<file path="src/rtl/bp_pkg.sv">
// Shared definitions for the branch-resolution / predictor-maintenance slice.
// Contents:
//   bpState_t      - controller state (init walk, normal run, drain before clear)
//   phtCnt_t       - 2-bit PHT counter encodings
//   PHT_INIT       - value the init walk writes into every PHT entry
//   DELAY_SLOT_OFS - fall-through offset for a not-taken branch (skips delay slot)
//   updEntry_t     - one update-queue entry {pc, taken}
package bp_pkg;

    typedef enum logic [1:0] {
        ST_INIT  = 2'd0,
        ST_RUN   = 2'd1,
        ST_DRAIN = 2'd2
    } bpState_t;

    typedef enum logic [1:0] {
        PHT_SNT = 2'b00,
        PHT_WNT = 2'b01,
        PHT_WT  = 2'b11,
        PHT_ST  = 2'b10
    } phtCnt_t;

    localparam phtCnt_t     PHT_INIT       = PHT_WT;
    localparam logic [31:0] DELAY_SLOT_OFS = 32'd8;

    typedef struct packed {
        logic [31:0] pc;
        logic        taken;
    } updEntry_t;

    localparam int unsigned UPD_ENTRY_W = $bits(updEntry_t);

endpackage

</file>
<file path="src/rtl/bp_upd_fifo.sv">
// Synchronous FIFO holding predictor-update requests.
// Ports:
//   clk, rst        - clock, asynchronous active-low reset (empties the queue)
//   push, pushData  - write request and data
//   pop             - read request; head advances when not empty
//   popData         - current head entry (stable until popped)
//   full, empty     - occupancy flags
// DEPTH must be a power of two so the pointers wrap by natural overflow.
module bp_upd_fifo #(
    parameter int unsigned WIDTH = 33,
    parameter int unsigned DEPTH = 4
) (
    input  logic             clk,
    input  logic             rst,
    input  logic             push,
    input  logic [WIDTH-1:0] pushData,
    input  logic             pop,
    output logic [WIDTH-1:0] popData,
    output logic             full,
    output logic             empty
);

    localparam int unsigned PW = (DEPTH > 1) ? $clog2(DEPTH) : 1;

    if ((DEPTH < 2) || ((DEPTH & (DEPTH - 1)) != 0)) begin : g_depthCheck
        $error("bp_upd_fifo: DEPTH must be a power of two and >= 2");
    end

    logic [WIDTH-1:0] mem [DEPTH];
    logic [PW-1:0]    wrPtr;
    logic [PW-1:0]    rdPtr;
    logic [PW:0]      count;
    logic             wrEn;
    logic             rdEn;

    assign full    = (count == (PW+1)'(DEPTH));
    assign empty   = (count == '0);
    assign rdEn    = pop & ~empty;
    // A push while full is only taken if a slot frees up in the same cycle.
    assign wrEn    = push & (~full | rdEn);
    assign popData = mem[rdPtr];

    always_ff @(posedge clk) begin
        if (wrEn) begin
            mem[wrPtr] <= pushData;
        end
    end

    always_ff @(posedge clk or negedge rst) begin
        if (!rst) begin
            wrPtr <= '0;
            rdPtr <= '0;
            count <= '0;
        end else begin
            if (wrEn) begin
                wrPtr <= wrPtr + 1'b1;
            end
            if (rdEn) begin
                rdPtr <= rdPtr + 1'b1;
            end
            case ({wrEn, rdEn})
                2'b10:   count <= count + 1'b1;
                2'b01:   count <= count - 1'b1;
                default: count <= count;
            endcase
        end
    end

endmodule

</file>
<file path="src/rtl/bp_update_ctrl.sv">
// Branch-resolution and predictor-maintenance controller (M stage -> BHT/PHT).
// Ports:
//   clk, rst                  - clock, asynchronous active-low reset
//   stallM, branchM, pcM      - M-stage handshake and branch PC
//   pred_takeM, actual_takeM  - predicted / resolved direction
//   targetM                   - resolved taken target
//   clear_req                 - pulse: clear the whole predictor
//   flush_out, redirect_pc    - same-cycle mispredict flush and fetch redirect
//   stall_req                 - update queue full: hold M and earlier
//   busy                      - init walk or clear in progress: hold fetch
//   upd_valid/upd_pc/upd_taken/upd_ready - predictor update handshake
//   init_we, init_idx         - table initialisation write strobe and index
//   br_cnt, mis_cnt           - saturating branch / mispredict statistics
module bp_update_ctrl
    import bp_pkg::*;
#(
    parameter int unsigned BHT_DEPTH  = 10,
    parameter int unsigned PHT_DEPTH  = 6,
    parameter int unsigned FIFO_DEPTH = 4,
    parameter int unsigned CNT_W      = 32
) (
    input  logic                 clk,
    input  logic                 rst,
    input  logic                 stallM,
    input  logic                 branchM,
    input  logic [31:0]          pcM,
    input  logic                 pred_takeM,
    input  logic                 actual_takeM,
    input  logic [31:0]          targetM,
    input  logic                 clear_req,
    output logic                 flush_out,
    output logic [31:0]          redirect_pc,
    output logic                 stall_req,
    output logic                 busy,
    output logic                 upd_valid,
    output logic [31:0]          upd_pc,
    output logic                 upd_taken,
    input  logic                 upd_ready,
    output logic                 init_we,
    output logic [BHT_DEPTH-1:0] init_idx,
    output logic [CNT_W-1:0]     br_cnt,
    output logic [CNT_W-1:0]     mis_cnt
);

    // The walk indexes by BHT size, so it must also cover every PHT entry.
    if (PHT_DEPTH > BHT_DEPTH) begin : g_depthCheck
        $error("bp_update_ctrl: PHT_DEPTH must not exceed BHT_DEPTH");
    end

    bpState_t             state;
    bpState_t             stateNext;
    logic [BHT_DEPTH-1:0] initIdx;
    logic                 accept;
    logic                 mispredict;
    logic                 drainEn;
    logic                 updFire;
    logic                 fifoFull;
    logic                 fifoEmpty;
    updEntry_t            newEntry;
    updEntry_t            headEntry;

    // ---------------- resolution / flush ----------------
    assign accept      = branchM & ~stallM;
    assign mispredict  = accept & (pred_takeM != actual_takeM);
    assign flush_out   = mispredict;
    assign redirect_pc = actual_takeM ? targetM : (pcM + DELAY_SLOT_OFS);

    // Conservative: a dequeue in the same cycle does not release the stall.
    assign stall_req   = branchM & fifoFull;

    // ---------------- update queue ----------------
    assign newEntry = '{pc: pcM, taken: actual_takeM};

    bp_upd_fifo #(
        .WIDTH (UPD_ENTRY_W),
        .DEPTH (FIFO_DEPTH)
    ) u_fifo (
        .clk      (clk),
        .rst      (rst),
        .push     (accept),
        .pushData (newEntry),
        .pop      (updFire),
        .popData  (headEntry),
        .full     (fifoFull),
        .empty    (fifoEmpty)
    );

    assign upd_valid = drainEn & ~fifoEmpty;
    assign updFire   = upd_valid & upd_ready;
    assign upd_pc    = headEntry.pc;
    assign upd_taken = headEntry.taken;
    assign init_idx  = initIdx;

    // ---------------- control FSM ----------------
    always_ff @(posedge clk or negedge rst) begin
        if (!rst) begin
            state <= ST_INIT;
        end else begin
            state <= stateNext;
        end
    end

    always_comb begin
        stateNext = state;
        busy      = 1'b1;
        init_we   = 1'b0;
        drainEn   = 1'b0;
        case (state)
            ST_INIT: begin
                init_we = 1'b1;
                if (initIdx == '1) begin
                    stateNext = ST_RUN;
                end
            end
            ST_RUN: begin
                busy    = 1'b0;
                drainEn = 1'b1;
                if (clear_req) begin
                    stateNext = ST_DRAIN;
                end
            end
            ST_DRAIN: begin
                drainEn = 1'b1;
                // A handshake implies a non-empty queue, so checking empty
                // alone also guarantees no handshake this cycle.
                if (fifoEmpty) begin
                    stateNext = ST_INIT;
                end
            end
            default: begin
                stateNext = ST_INIT;
            end
        endcase
    end

    // The index rests at zero outside INIT so a new walk always starts at 0.
    always_ff @(posedge clk or negedge rst) begin
        if (!rst) begin
            initIdx <= '0;
        end else if (state == ST_INIT) begin
            initIdx <= initIdx + 1'b1;
        end else begin
            initIdx <= '0;
        end
    end

    // ---------------- statistics ----------------
    always_ff @(posedge clk or negedge rst) begin
        if (!rst) begin
            br_cnt  <= '0;
            mis_cnt <= '0;
        end else begin
            if (accept && (br_cnt != '1)) begin
                br_cnt <= br_cnt + CNT_W'(1);
            end
            if (mispredict && (mis_cnt != '1)) begin
                mis_cnt <= mis_cnt + CNT_W'(1);
            end
        end
    end

endmodule

</file>
<file path="config.mk">
export PLATFORM = sky130hd
export DESIGN_NAME = bp_update_ctrl
export DESIGN_NICKNAME = d
export VERILOG_FILES = /design/src/rtl/bp_pkg.sv /design/src/rtl/bp_upd_fifo.sv /design/src/rtl/bp_update_ctrl.sv
export SDC_FILE = /design/constraint.sdc
export NUM_CORES = 1
export LEC_CHECK = 0
export CORE_MARGIN = 3
export CORE_UTILIZATION = 40
export CTS_CLUSTER_DIAMETER = 120
export DETAILED_ROUTE_END_ITERATION = 8
export PLACE_DENSITY = 0.66
export SLEW_MARGIN = 20
export SYNTH_ARGS = -nofsm -noshare
export SYNTH_HDL_FRONTEND = slang
export SYNTH_SLANG_ARGS = --single-unit
</file>
<file path="constraint.sdc">
create_clock -name clk -period 3.6 [get_ports clk]
set_clock_uncertainty 0.1 [all_clocks]
set_input_delay 0.54 -clock clk [delete_from_list [all_inputs] [get_ports clk]]
set_output_delay 0.54 -clock clk [all_outputs]
set_load 0.1 [all_outputs]
</file>
[Word level (Yosys, flattened, before mapping)]
Memories as Yosys holds them, arrays and structs flattened.
Index checks and enable logic that the tools add are counted.
Word-level totals
  output and inout bits: 144
  register bits: 83
  memories: 1
  bits in writable memories: 132
Memories
  u_fifo.mem: words 4, bits a word 33, read ports 1, clocked after Yosys merged registers in 0, write ports 1, RTL line bp_upd_fifo.sv:29  | logic [WIDTH-1:0] mem [DEPTH];
Cells by class
  add/sub/neg operators: 8
  reduce and logical (&&, ||, !) cells: 7
  equal/unequal tests: 12
  bitwise logic cells: 11
  multiplexer cells: 12
Operator list (number)
  $add 32x1->32 const B: 2
  $ne 32x32->1 const B: 2
  $add 32x4->32 const B: 1
  $mux 32: 1
  $add 10x1->10 const B: 1
  $eq 10x10->1 const B: 1
  $mux 10: 1
  $and 1x1->1: 7
  $mux 2: 3
  $pmux 2 s3: 1
  $pmux 3 s2: 1
  $mux 1: 5
  $add 2x1->2 const B: 2
  $eq 2x1->1 const B: 2
  $eq 2x2->1 const B: 2
  $ne 2x2->1 const B: 2
  $add 3x1->3 const B: 1
  $eq 3x3->1 const B: 1
  $logic_not 3->1: 1
  $not 1->1: 3
  $reduce_and 3->1: 1
  $sub 3x1->3 const B: 1
  $logic_and 1x1->1: 2
  $logic_not 2->1: 1
  5 further kinds: 5

[Depth between registers and ports, before layout]
  word-level depth: 10
  mapped depth: 9

[Hierarchy]
Synthesis repeated with hierarchy kept, for this count alone.
Unflattened totals
  cells, all modules: 703
  area total of the unflattened synthesis: 9804.4 µm²
By module, submodules not included
  bp_upd_fifo: sequential area each 4139.0 µm², area an instance 5187.5 µm², times used 1, cells an instance 211
  bp_update_ctrl: sequential area each 1901.8 µm², area an instance 4616.9 µm², times used 1, cells an instance 492

[Least setup slack after synthesis]
Ideal clock, no wire load.
  path type: input-to-output
  from: input pcM[5]
  to: output redirect_pc[22]
  stages: 6
  data required time: 2.960 ns
  path slack: -0.682 ns
  path buffers: 1
  arrival time: 3.642 ns
  cells stage by stage: and3_1 > clkbuf_1 > nand4_2 > nor4_1 > xnor2_1 > o21ai_0
Between the ends
  cells in the longest elaborated chain, start to end: 2
Ends and longest elaborated chain
  from (decl): RTL line bp_update_ctrl.sv:26  | input logic [31:0] pcM,
  $add 32x4->32: RTL line bp_update_ctrl.sv:66  | assign redirect_pc = actual_takeM ? targetM : (pcM + DELAY_SLOT_OFS);
  $mux 32: RTL line bp_update_ctrl.sv:66
  to (decl): RTL line bp_update_ctrl.sv:32  | output logic [31:0] redirect_pc,
No other way between the ends.

[Worst setup path after layout]
  from: input pcM[4]
  to: output redirect_pc[31]
The elaborated chain is that of the path after synthesis.

==> flow_summary_export.csv <==
group,metric,value,unit
grt,track_usage,0.178,
worst_setup_path,critPathKind,"input port to output pin",
routing,wl,23.1,mm
routing,ant_nets,0,
place,placed_cell_area,0.0126,mm²
cells_and_area,fill_cells,2027,
grt,antenna_found_initial,0,
worst_setup_path,reg2reg_depth,6,
place,pre_cts_ws,53.1,ps
yosys,syn_avg_cell_area,13.6,µm²
sta,finalSetupTns,0,ps
clock_network,cts_root_buf,"clkbuf_16",
grt,grt_pass1_wl,38.0,mm
routing,wire_per_inst,17.8,µm
cells_and_area,finish.net_count,1047,
worst_setup_path,required,2960,ps
floorplan,dieArea,0.0262,mm²
grt,grt_pass1_vias,6978,
sta,finalMaxSlewViolations,0,
sta,period_needed,3420,ps
yosys,synth.area.top_cells,"edfxtp_1, dfrtp_1, mux4_2, xnor2_1, xor2_1",
place,gp_congestion,0.743,
job,maxCapViolCount,0,
clock_network,postCtsHoldBufs,0,
routing,drcViolationCount,0,
clock_network,insertion_delay,500,ps
run_status,status,"completed",
yosys,yosysTopAreaCellShare,0.408,
floorplan,die_h,162,µm
clock_network,htreeDepth,1,
clock_network,cts_made_buffers,23,
clock_network,cts.sinks,215,
cells_and_area,num_antenna_cells,0,
clock_network,cts_resized,0,
yosys,synth_seq_cells,215,
yosys,ys_warn_count,0,
floorplan,num_rows,56,
sta,tightest_slew,1040,ps
hold_path,min_path_type,"input port to asynchronous set/reset pin",
worst_setup_path,r2r-end,"mis_cnt[9]",
worst_setup_path,worstReg2RegStart,"mis_cnt[0]",
worst_setup_path,cp-end-kind,"output pin",
pwr,total_power,0.00714,W
grt,grt-ovfl-total,0,
clock_network,cts_tree,"done",
cells_and_area,post-route-cell-area,0.0134,mm²
worst_setup_path,rrSetupSlack,1170,ps
clock_network,path_clk_slew,60,ps
yosys,synth.distinct_cells,41,
clock_network,post_cts_buffers,0,
routing,drtPass1Iterations,4,
sta,rsz0062_at_grt,"false",
yosys,synth.largest_area_cell,"edfxtp_1",
place,dpl.hpwl,16.1,mm
worst_setup_path,cp-start-kind,"input port",
sta,relSlewSlack,0.307,
clock_network,clock_path_buffers,3,
place,port_buffers,215,
sta,timing.final.ws_setup,176,ps
yosys,syn-num-nets,798,
grt,grt_max_degree,60,
yosys,syn-cell-area,0.00971,mm²
cells_and_area,area_growth,37.7,%
routing,dr.first_iter.drc_count,224,
yosys,ys_seq_area_frac,0.622,
worst_setup_path,crit_arrival,2780,ps
sta,max_freq,292,MHz
floorplan,core_area,0.0237,mm²
pwr,p_leak,5.03,nW
cells_and_area,final_layout_size_suffix_gt1_frac,0.204,
sta,fin_crit_sh,0.951,
pwr,cellPowerDensity,535,mW/mm²
routing,num_vias,6554,
floorplan,start_util,0.410,
yosys,synth_cells,713,
worst_setup_path,crit_fanout,10,
floorplan,die_w,162,µm
sta,hold_viol,0,
routing,post_drt_via_cell_ratio,5.05,
floorplan,io_pins,216,
sta,setup_viol,0,
pwr,ir_drop,602,µV
-- routing by layer --
metal,routed length (µm),vias to the layer above,track usage
met2,10900,185,0.292
met5,0,-,0
met1,10200,3195,0.244
met3,1780,18,0.0472
li1,-,3156,-
met4,244,0,0.0318
-- sequential cells by signal (all words and copies together) (netlist names) --
signal / cells
init_idx: 10
u_fifo.wrPtr: 2
u_fifo.mem: 132
mis_cnt: 32
br_cnt: 32
u_fifo.rdPtr: 2
state: 2
u_fifo.count: 3
-- cell usage after synthesis (all sizes together) --
| master | number |
|---|---|
| mux2i | 2 |
| edfxtp | 132 |
| mux2 | 9 |
| nand3 | 37 |
| a21oi | 5 |
| clkbuf | 15 |
| nand4 | 35 |
| o22a | 2 |
| xnor2 | 63 |
| nor4 | 11 |
| a31oi | 3 |
| nor2b | 2 |
| o31ai | 1 |
| nand2b | 1 |
| nor2 | 29 |
| o21ai | 35 |
| nor3 | 27 |
| inv | 19 |
| or3 | 4 |
| dfrtp | 83 |
| nand2 | 69 |
| or4 | 1 |
| o31a | 2 |
| ha | 12 |
| nor3b | 2 |
| or3b | 1 |
| buf | 8 |
| fa | 1 |
| and3 | 13 |
| and2 | 10 |
| or2 | 1 |
| and4 | 12 |
| mux4 | 33 |
| xor2 | 33 |
-- final cells by class --
cell class	instances	area [µm²]	share of cell area
Timing Repair Buffer	247	2580	0.193
Inverter	19	71.3	0.00534
Multi-Input combinational cell	456	3500	0.262
Clock buffer	24	579	0.0433
Clock inverter	17	184	0.0138
Sequential cell	215	6040	0.452
Tap cell	319	399	0.0299
-- critical path, cell delays in order --
cell and delay (ps):
clkdlybuf4s50_1 570, ha_1 210, and2_1 200, nand4_1 110, buf_4 210, nor4_2 250
buf_4 170, xor2_1 60, mux2_2 290, buf_12 170
-- worst max path at each step --
stage / start / to / depth (start not counted)
after floorplan: pcM[5] / redirect_pc[22] / 6
after global placement: pcM[3] / redirect_pc[31] / 10
after detailed placement: pcM[3] / redirect_pc[31] / 10
after CTS: pcM[3] / redirect_pc[31] / 10
after global routing: pcM[4] / redirect_pc[31] / 10
final: pcM[4] / redirect_pc[31] / 10
-- report_power, final --
part	internal, W	switching [W]
logic	0.000494	0.00127
registers	0.00287	0.000146
clock network	0.00140	0.000961
total	0.00476	0.00238
-- placed cells by master, fill, tap and decap left out, drive strengths merged, types with 8 or more instances in the layout --
cell type and instances:
clkdlybuf4s50 141, xnor2 63, inv 20, buf 105
dfrtp 83, clkinvlp 8, nand4 35, nand3 37
and2 10, edfxtp 132, clkbuf 24, ha 12
mux4 33, and4 12, nor4 11, nor2 29
xor2 33, and3 13, nand2 69, nor3 27
mux2 9, o21ai 35
-- logic make-up (layout without fill, tap and decap cells) --
family          Yosys count  after routing  share of synthesized area
flops                   215            215                      0.622
compound gates           48             48                     0.0290
mux                      44             44                     0.0891
xor+xnor                 96             96                     0.0866
fa+ha+maj                13             13                     0.0175
simple gates            255            255                      0.138
buf+inv                  42            307                     0.0178
-- stage by stage --
step            util  cells  hold WS (ps)
2_1_floorplan      -    713           144
3_3_place_gp   0.532   1256           365
3_5_place_dp   0.532   1256           371
4_1_cts        0.564   1297          25.7
5_1_grt        0.564   1297          65.5
6_report       0.564   1297          1.92
No activity file was read; power rests on OpenSTA's default activity.
